### config.mk
export PLATFORM = sky130hd
export DESIGN_NAME = mult_operand_sequencer_flat
export DESIGN_NICKNAME = d
export VERILOG_FILES = /design/src/rtl/mult_operand_sequencer_if.sv /design/src/rtl/mult_operand_sequencer.sv /design/src/flat_wrapper.sv
export SDC_FILE = /design/constraint.sdc
export NUM_CORES = 1
export LEC_CHECK = 0
export ABC_CLOCK_PERIOD_IN_PS = 3650
export CORE_MARGIN = 2
export CORE_UTILIZATION = 49
export DETAILED_ROUTE_END_ITERATION = 16
export GPL_ROUTABILITY_DRIVEN = 0
export PLACE_DENSITY = 0.78
export SLEW_MARGIN = 20
export SYNTH_ARGS = -nofsm -noshare
export SYNTH_HDL_FRONTEND = slang
export SYNTH_SLANG_ARGS = --single-unit
### constraint.sdc
create_clock -name clk -period 3.65 [get_ports clk]
set_clock_uncertainty 0.05 [all_clocks]
set_input_delay 0.365 -clock clk [delete_from_list [all_inputs] [get_ports clk]]
set_output_delay 0.365 -clock clk [all_outputs]
set_load 0.02 [all_outputs]
### src/rtl/mult_operand_sequencer_if.sv
// Handshake and multiplier-bus bundle for mult_operand_sequencer.
//   in_*   : operand pair valid/ready channel (producer -> sequencer)
//   mul_*  : start/data strobes to the multiplier, done/product back
//   out_*  : result valid/ready channel (sequencer -> consumer)
// master = environment side (producer, multiplier, consumer); slave = sequencer.
interface mult_operand_sequencer_if #(
    parameter int unsigned WIDTH = 16
);
    logic             in_valid;
    logic             in_ready;
    logic [WIDTH-1:0] in_a;
    logic [WIDTH-1:0] in_b;
    logic             mul_start;
    logic [WIDTH-1:0] mul_data;
    logic             mul_done;
    logic [WIDTH-1:0] mul_product;
    logic             out_valid;
    logic             out_ready;
    logic [WIDTH-1:0] out_product;
    logic             out_error;

    modport master (
        output in_valid, in_a, in_b, mul_done, mul_product, out_ready,
        input  in_ready, mul_start, mul_data, out_valid, out_product, out_error
    );

    modport slave (
        input  in_valid, in_a, in_b, mul_done, mul_product, out_ready,
        output in_ready, mul_start, mul_data, out_valid, out_product, out_error
    );
endinterface

### src/rtl/mult_operand_sequencer.sv
// Front end for the repeated-addition multiplier: accepts an operand pair,
// drives the start/load protocol on the shared data bus, waits for done
// (with a watchdog) and returns the product over a result handshake.
// Ports:
//   clk  : rising-edge clock
//   rst  : asynchronous active-high reset
//   bus  : mult_operand_sequencer_if.slave (operand, multiplier, result)
module mult_operand_sequencer #(
    parameter int unsigned WIDTH          = 16,
    parameter int unsigned TIMEOUT_CYCLES = 70000
) (
    input  logic                      clk,
    input  logic                      rst,
    mult_operand_sequencer_if.slave   bus
);

    localparam int unsigned CW = (TIMEOUT_CYCLES > 1) ? $clog2(TIMEOUT_CYCLES) : 1;
    localparam logic [CW-1:0] CNT_LAST = CW'(TIMEOUT_CYCLES - 1);
    localparam logic [CW-1:0] CNT_MAX  = '1;

    typedef enum logic [2:0] {
        IDLE, START, LOAD_A, LOAD_B, WAIT, OUT
    } state_t;

    state_t           state_q, state_d;
    logic [WIDTH-1:0] a_q, a_d;
    logic [WIDTH-1:0] b_q, b_d;
    logic [CW-1:0]    cnt_q, cnt_d;
    logic             in_ready_q, in_ready_d;
    logic             mul_start_q, mul_start_d;
    logic [WIDTH-1:0] mul_data_q, mul_data_d;
    logic             out_valid_q, out_valid_d;
    logic [WIDTH-1:0] out_product_q, out_product_d;
    logic             out_error_q, out_error_d;

    // State and output registers
    always_ff @(posedge clk or posedge rst) begin
        if (rst) begin
            state_q       <= IDLE;
            a_q           <= '0;
            b_q           <= '0;
            cnt_q         <= '0;
            in_ready_q    <= 1'b0;
            mul_start_q   <= 1'b0;
            mul_data_q    <= '0;
            out_valid_q   <= 1'b0;
            out_product_q <= '0;
            out_error_q   <= 1'b0;
        end else begin
            state_q       <= state_d;
            a_q           <= a_d;
            b_q           <= b_d;
            cnt_q         <= cnt_d;
            in_ready_q    <= in_ready_d;
            mul_start_q   <= mul_start_d;
            mul_data_q    <= mul_data_d;
            out_valid_q   <= out_valid_d;
            out_product_q <= out_product_d;
            out_error_q   <= out_error_d;
        end
    end

    // Next-state and next-output logic
    always_comb begin
        state_d       = state_q;
        a_d           = a_q;
        b_d           = b_q;
        cnt_d         = cnt_q;
        out_product_d = out_product_q;
        out_error_d   = out_error_q;

        unique case (state_q)
            IDLE: begin
                if (bus.in_valid && in_ready_q) begin
                    a_d = bus.in_a;
                    b_d = bus.in_b;
                    if ((bus.in_a == '0) || (bus.in_b == '0)) begin
                        state_d       = OUT;
                        out_product_d = '0;
                        out_error_d   = 1'b0;
                    end else begin
                        state_d = START;
                    end
                end
            end
            START:  state_d = LOAD_A;
            LOAD_A: state_d = LOAD_B;
            LOAD_B: begin
                state_d = WAIT;
                cnt_d   = '0;
            end
            WAIT: begin
                if (bus.mul_done) begin
                    state_d       = OUT;
                    out_product_d = bus.mul_product;
                    out_error_d   = 1'b0;
                end else if (cnt_q == CNT_LAST) begin
                    state_d       = OUT;
                    out_product_d = '0;
                    out_error_d   = 1'b1;
                end else if (cnt_q != CNT_MAX) begin
                    cnt_d = cnt_q + CW'(1);
                end
            end
            OUT: begin
                if (out_valid_q && bus.out_ready) begin
                    state_d = IDLE;
                end
            end
            default: state_d = IDLE;
        endcase

        // Strobes follow the state being entered so they line up with it
        in_ready_d  = (state_d == IDLE);
        mul_start_d = (state_d == START) || (state_d == LOAD_A);
        unique case (state_d)
            LOAD_A:  mul_data_d = a_q;
            LOAD_B:  mul_data_d = b_q;
            default: mul_data_d = '0;
        endcase

        // Result valid rises one cycle into OUT and drops on the handshake edge
        out_valid_d = (state_q == OUT) && !(out_valid_q && bus.out_ready);
    end

    assign bus.in_ready    = in_ready_q;
    assign bus.mul_start   = mul_start_q;
    assign bus.mul_data    = mul_data_q;
    assign bus.out_valid   = out_valid_q;
    assign bus.out_product = out_product_q;
    assign bus.out_error   = out_error_q;

endmodule

### src/flat_wrapper.sv
// flat-port wrapper written by rule: the top's interface ports become plain ports
module mult_operand_sequencer_flat 
#(
    parameter int unsigned WIDTH          = 16,
    parameter int unsigned TIMEOUT_CYCLES = 70000
)
  (clk, rst, bus_in_valid, bus_in_a, bus_in_b, bus_mul_done, bus_mul_product, bus_out_ready, bus_in_ready, bus_mul_start, bus_mul_data, bus_out_valid, bus_out_product, bus_out_error);
  mult_operand_sequencer_if #(.WIDTH(WIDTH)) bus_i ();
  input  logic clk;
  input  logic rst;
  input wire logic [$bits(bus_i.in_valid)-1:0] bus_in_valid;
  input wire logic [$bits(bus_i.in_a)-1:0] bus_in_a;
  input wire logic [$bits(bus_i.in_b)-1:0] bus_in_b;
  input wire logic [$bits(bus_i.mul_done)-1:0] bus_mul_done;
  input wire logic [$bits(bus_i.mul_product)-1:0] bus_mul_product;
  input wire logic [$bits(bus_i.out_ready)-1:0] bus_out_ready;
  output wire logic [$bits(bus_i.in_ready)-1:0] bus_in_ready;
  output wire logic [$bits(bus_i.mul_start)-1:0] bus_mul_start;
  output wire logic [$bits(bus_i.mul_data)-1:0] bus_mul_data;
  output wire logic [$bits(bus_i.out_valid)-1:0] bus_out_valid;
  output wire logic [$bits(bus_i.out_product)-1:0] bus_out_product;
  output wire logic [$bits(bus_i.out_error)-1:0] bus_out_error;
  assign bus_i.in_valid = bus_in_valid;
  assign bus_i.in_a = bus_in_a;
  assign bus_i.in_b = bus_in_b;
  assign bus_i.mul_done = bus_mul_done;
  assign bus_i.mul_product = bus_mul_product;
  assign bus_i.out_ready = bus_out_ready;
  assign bus_in_ready = bus_i.in_ready;
  assign bus_mul_start = bus_i.mul_start;
  assign bus_mul_data = bus_i.mul_data;
  assign bus_out_valid = bus_i.out_valid;
  assign bus_out_product = bus_i.out_product;
  assign bus_out_error = bus_i.out_error;
  mult_operand_sequencer #(.WIDTH(WIDTH), .TIMEOUT_CYCLES(TIMEOUT_CYCLES)) u_core (.clk(clk), .rst(rst), .bus(bus_i));
endmodule
==> flow_results.org <==
** Outcome
- The flow ran to the end, and the final reports show no timing, DRC or antenna violations.

** Logic synthesis
- The Yosys step of the flow raised 0 warnings.
- By area the synthesized netlist is led by sky130_fd_sc_hd__dfrtp_1 (59%), sky130_fd_sc_hd__mux2_2 (9.7%), sky130_fd_sc_hd__a22o_1 (3.8%).
- The most common cell in the synthesized netlist is sky130_fd_sc_hd__dfrtp_1.
- Counting every instance in the synthesized netlist gives 300.
- Commonest cells post-synth :: sky130_fd_sc_hd__dfrtp_1 (88), sky130_fd_sc_hd__mux2_2 (32), sky130_fd_sc_hd__nor2_1 (30), sky130_fd_sc_hd__a22o_1 (16), sky130_fd_sc_hd__a22oi_1 (16)
- Synth Net Count :: around 360
- Most used flip-flop cell after synthesis :: sky130_fd_sc_hd__dfrtp_1
- After synthesis, the netlist uses 46 different library cells.
- Number of enable-type register cells in the synthesized netlist :: 0
- Library cell occupying the most area in the post-synthesis netlist :: sky130_fd_sc_hd__dfrtp_1
- Averaged over all synthesized cells, the footprint is 12.4 µm².
- Post-Synthesis Cell Area :: about 3700 µm²
- After synthesis, the share of flip-flops with an asynchronous set or reset is 1.00.
- Register bit count reported by yosys :: around 90
- Area share of the largest cell type after synthesis :: 0.592
- The share of the Yosys chip area taken by registers is 0.592.

** Layout
- After filler insertion, the fill cell instance count of the layout stands at about 600.
- 0 antenna diodes ended up in the layout.
- In the final layout, the share of cells above drive strength 1 is 0.168.
- The net count of the finished layout is 444.
- From synthesis to final layout, the design area changed by 31.8%.

** CTS
- Post-cts sizing count :: 0
- Number of levels the H-tree was split into :: 3
- TritonCTS built the clock tree.
- Deepest clock path buffer count :: 2
- Buffers added to address setup during post-CTS repair amount to 0.
- Number of clock sinks :: slightly below 90
- For this design, the CTS-stage hold fixing added 0 buffers.
- Clock Latency Late Sink :: approximately 0.35 ns
- Inserted Clock Buffers :: 9
- In this run the clock root is driven by a sky130_fd_sc_hd__clkbuf_8.
- Clock-pin slew was measured on the worst setup and hold paths at ~0.080 ns.

** Floorplanning
- The initial utilization of the core area, before any placement, comes to 0.510.
- Std-Cell Rows :: 31
- After floorplanning, the core was sized to cover 7290 µm².
- Height of the chip :: around 91 µm
- Die X :: ~91 µm
- The die covers 8300 µm².
- Pin placement for this block handled 89 I/O pins.

** Detailed routing
- Overall routed net length :: roughly 8000 µm
- For this run, the detailed router's first-pass iteration total came to 4.
- After detailed routing, the number of remaining DRC violations is 0.
- Detailed-route via count :: between 2000 and 3000
- Routed vias/inst :: 5.53
- Wire length per cell :: between 15 and 20 µm
- Antenna Nets Post-Route :: 0
- In this run, the number of DRC markers left after iteration 0 of detailed routing was roughly 110.

** Timing
- The final number of max-transition violations came to 0.
- Final Hold Violating Endpoints :: 0
- Worst setup margin :: slightly below 1 ns
- Setup repair after global routing left no endpoint under its margin.
- The routed design could run at a clock period as short as between 2 and 3 ns.
- Setup violations remaining at the end of the flow were counted as 0.
- For this run, the top clock speed supported by timing is ~0.38 GHz.
- Setup total negative slack on the finished layout was measured at 0 ns.
- Of the available clock period, the critical path in the final layout requires 0.731.
- Slew at the pin closest to its max-slew limit :: roughly 0.79 ns
- Measured against its own limit, the worst slew margin works out to 0.475.

** GRT
- Number of global-route vias before repair :: 2794
- Overall overflow remaining after global route :: 0
- In the global route stage, overall resource usage came out at 0.211.
- Wire length of the first global-routing pass :: ~14000 µm
- Entering global routing, the biggest net connects 48 pins.
- The initial antenna violation count was 0.

** Worst setup path
- Crit Reg-Reg Startpoint :: u_core.cnt_q[0]
- In this run the number of cells on the critical path is 10.
- Highest-delay cell along the critical path :: sky130_fd_sc_hd__or3_2
- Cell seen most often among critical-path stages :: sky130_fd_sc_hd__ha_1
- The worst register-to-register path has a depth of 10.
- Sort of element at the end of the critical path :: flip-flop
- Counting both buffers and inverters, the worst setup path holds a total of 0.
- In this run the worst path has a maximum fanout of 12.
- Required time worst endpoint :: 3.88 ns
- Worst path cell trace :: ha_1, nand4_1, nor4_1, and3_1, ha_1, nor2_1, a31o_2, o31ai_4, or3_2, a21oi_2
- The critical path in this run is classified as flip-flop to flip-flop.
- On the critical path the largest part of the delay comes from simple AND/OR/NAND/NOR gates.
- Data on the critical path arrives at its endpoint at approximately 2.9 ns.
- Setup slack on the worst reg-to-reg path comes out at ~0.98 ns.
- STA classifies the critical path startpoint as a flip-flop.
- Delay contributed by the slowest stage of the critical path :: slightly below 0.5 ns
- In this run the worst setup path terminates at u_core.cnt_q[3].
- The critical path starts at u_core.cnt_q[0].
- Terminus of the critical flop-to-flop path :: u_core.cnt_q[3]

** Pwr
- Power Density :: roughly 750 nW/µm²
- Maximum VDD drop :: roughly 0.38 mV
- Reported leakage power :: between 2 and 2.5 nW

** Placement
- The count of buffers added on input and output ports is 88.
- The HPWL after detailed placement is around 5700 µm.
- Worst setup slack before clock tree synthesis :: ~1.1 ns

** Run
- Total of max-cap violations :: 0

** Min path
- Worst hold path type :: primary input to asynchronous set/reset pin
[metal layers]
metal	up-vias	part of all wire	wire, µm	track usage
li1	1269	-	-	-
met1	1367	0.43	3520	0.274
met2	71	0.51	4210	0.358
met3	8	0.048	391	0.0573
met4	0	0.0090	74	0.0455
met5	-	0	0	0
[report_power, final]
group	total (mW)	internal [mW]	switching, mW
Sequential	1.57	1.36	0.207
Combinational	1.42	0.736	0.683
Clock	0.711	0.379	0.332
[logic make-up (layout without fill, tap and decap cells)]
logic type               Yosys count  count (layout)  synth area share
buffers and inverters             21             113            0.0286
XOR/XNOR                          11              11            0.0259
adder cells (fa/ha/maj)            2               2           0.00673
multiplexers                      32              32            0.0969
AO/OA/AOI/OAI                     54              54             0.116
AND/OR/NAND/NOR                   92              92             0.134
flip-flops                        88              88             0.592
[area by class of cell]
| type | instances | area, µm² | area share |
|---|---|---|---|
| clock buffer | 9 | 124 | 0.0253 |
| sequential | 88 | 2200 | 0.449 |
| clock inverter | 5 | 83.8 | 0.0171 |
| inverter | 4 | 16.3 | 0.00332 |
| tap | 99 | 124 | 0.0253 |
| multi-input combinational | 191 | 1420 | 0.290 |
| timing repair buffer | 95 | 933 | 0.190 |
[state kept, by name, indices dropped and copies added, names as in the netlist]
name,cells
u_core.bus.in_ready,1
u_core.bus.mul_start,1
u_core.bus.out_valid,1
u_core.bus.out_error,1
u_core.state_q,3
u_core.cnt_q,17
u_core.b_q,16
u_core.bus.mul_data,16
u_core.a_q,16
u_core.bus.out_product,16
[how the worst min path moves through the flow]
stage | end | startpoint | cells after the start
after floorplan | u_core.cnt_q[16] | u_core.cnt_q[16] | 2
after global placement | u_core.bus.out_product[11] | u_core.bus.out_product[11] | 1
after detailed placement | u_core.bus.out_product[10] | u_core.bus.out_product[10] | 1
after CTS | u_core.a_q[7] | rst | 2
after global routing | u_core.b_q[5] | u_core.b_q[5] | 1
final | u_core.bus.out_error | rst | 2
[stage by stage]
| step | hold slack, ns | area [µm²] | util | std cells | power [mW] |
|---|---|---|---|---|---|
| 2_1_floorplan | 0.417 | 3720 | - | 300 | 2.41 |
| 3_3_place_gp | 0.433 | 4700 | 0.644 | 477 | 2.97 |
| 3_5_place_dp | 0.435 | 4700 | 0.644 | 477 | 3.01 |
| 4_1_cts | 0.453 | 4900 | 0.672 | 491 | 3.73 |
| 5_1_grt | 0.474 | 4900 | 0.672 | 491 | 3.92 |
| 6_report | 0.428 | 4900 | 0.672 | 491 | 3.70 |
[worst reg2reg max path: stages, from the launching register on]
cell and delay (ns):
sky130_fd_sc_hd__dfrtp_1 0.41, sky130_fd_sc_hd__ha_1 0.24, sky130_fd_sc_hd__nand4_1 0.18, sky130_fd_sc_hd__nor4_1 0.10, sky130_fd_sc_hd__and3_1 0.17, sky130_fd_sc_hd__ha_1 0.17, sky130_fd_sc_hd__nor2_1 0.13, sky130_fd_sc_hd__a31o_2 0.33
sky130_fd_sc_hd__o31ai_4 0.19, sky130_fd_sc_hd__or3_2 0.49, sky130_fd_sc_hd__a21oi_2 0.13
[cells in the final DEF (no fill, tap or decap), types with 3 or more instances in the layout]
| master | instances |
|---|---|
| sky130_fd_sc_hd__a21oi_1 | 4 |
| sky130_fd_sc_hd__a21oi_2 | 3 |
| sky130_fd_sc_hd__a22o_1 | 16 |
| sky130_fd_sc_hd__a22oi_1 | 16 |
| sky130_fd_sc_hd__and3_1 | 3 |
| sky130_fd_sc_hd__buf_4 | 7 |
| sky130_fd_sc_hd__clkbuf_8 | 9 |
| sky130_fd_sc_hd__clkdlybuf4s50_1 | 88 |
| sky130_fd_sc_hd__dfrtp_1 | 88 |
| sky130_fd_sc_hd__inv_1 | 3 |
| sky130_fd_sc_hd__mux2_2 | 32 |
| sky130_fd_sc_hd__nand2_1 | 11 |
| sky130_fd_sc_hd__nand3_1 | 5 |
| sky130_fd_sc_hd__nand4_1 | 8 |
| sky130_fd_sc_hd__nor2_1 | 30 |
| sky130_fd_sc_hd__nor3_1 | 4 |
| sky130_fd_sc_hd__nor3b_1 | 3 |
| sky130_fd_sc_hd__nor4_1 | 9 |
| sky130_fd_sc_hd__o21ai_0 | 4 |
| sky130_fd_sc_hd__o21ai_1 | 3 |
| sky130_fd_sc_hd__xnor2_1 | 3 |
| sky130_fd_sc_hd__xor2_1 | 8 |
Power figures use the tool's default switching activity.
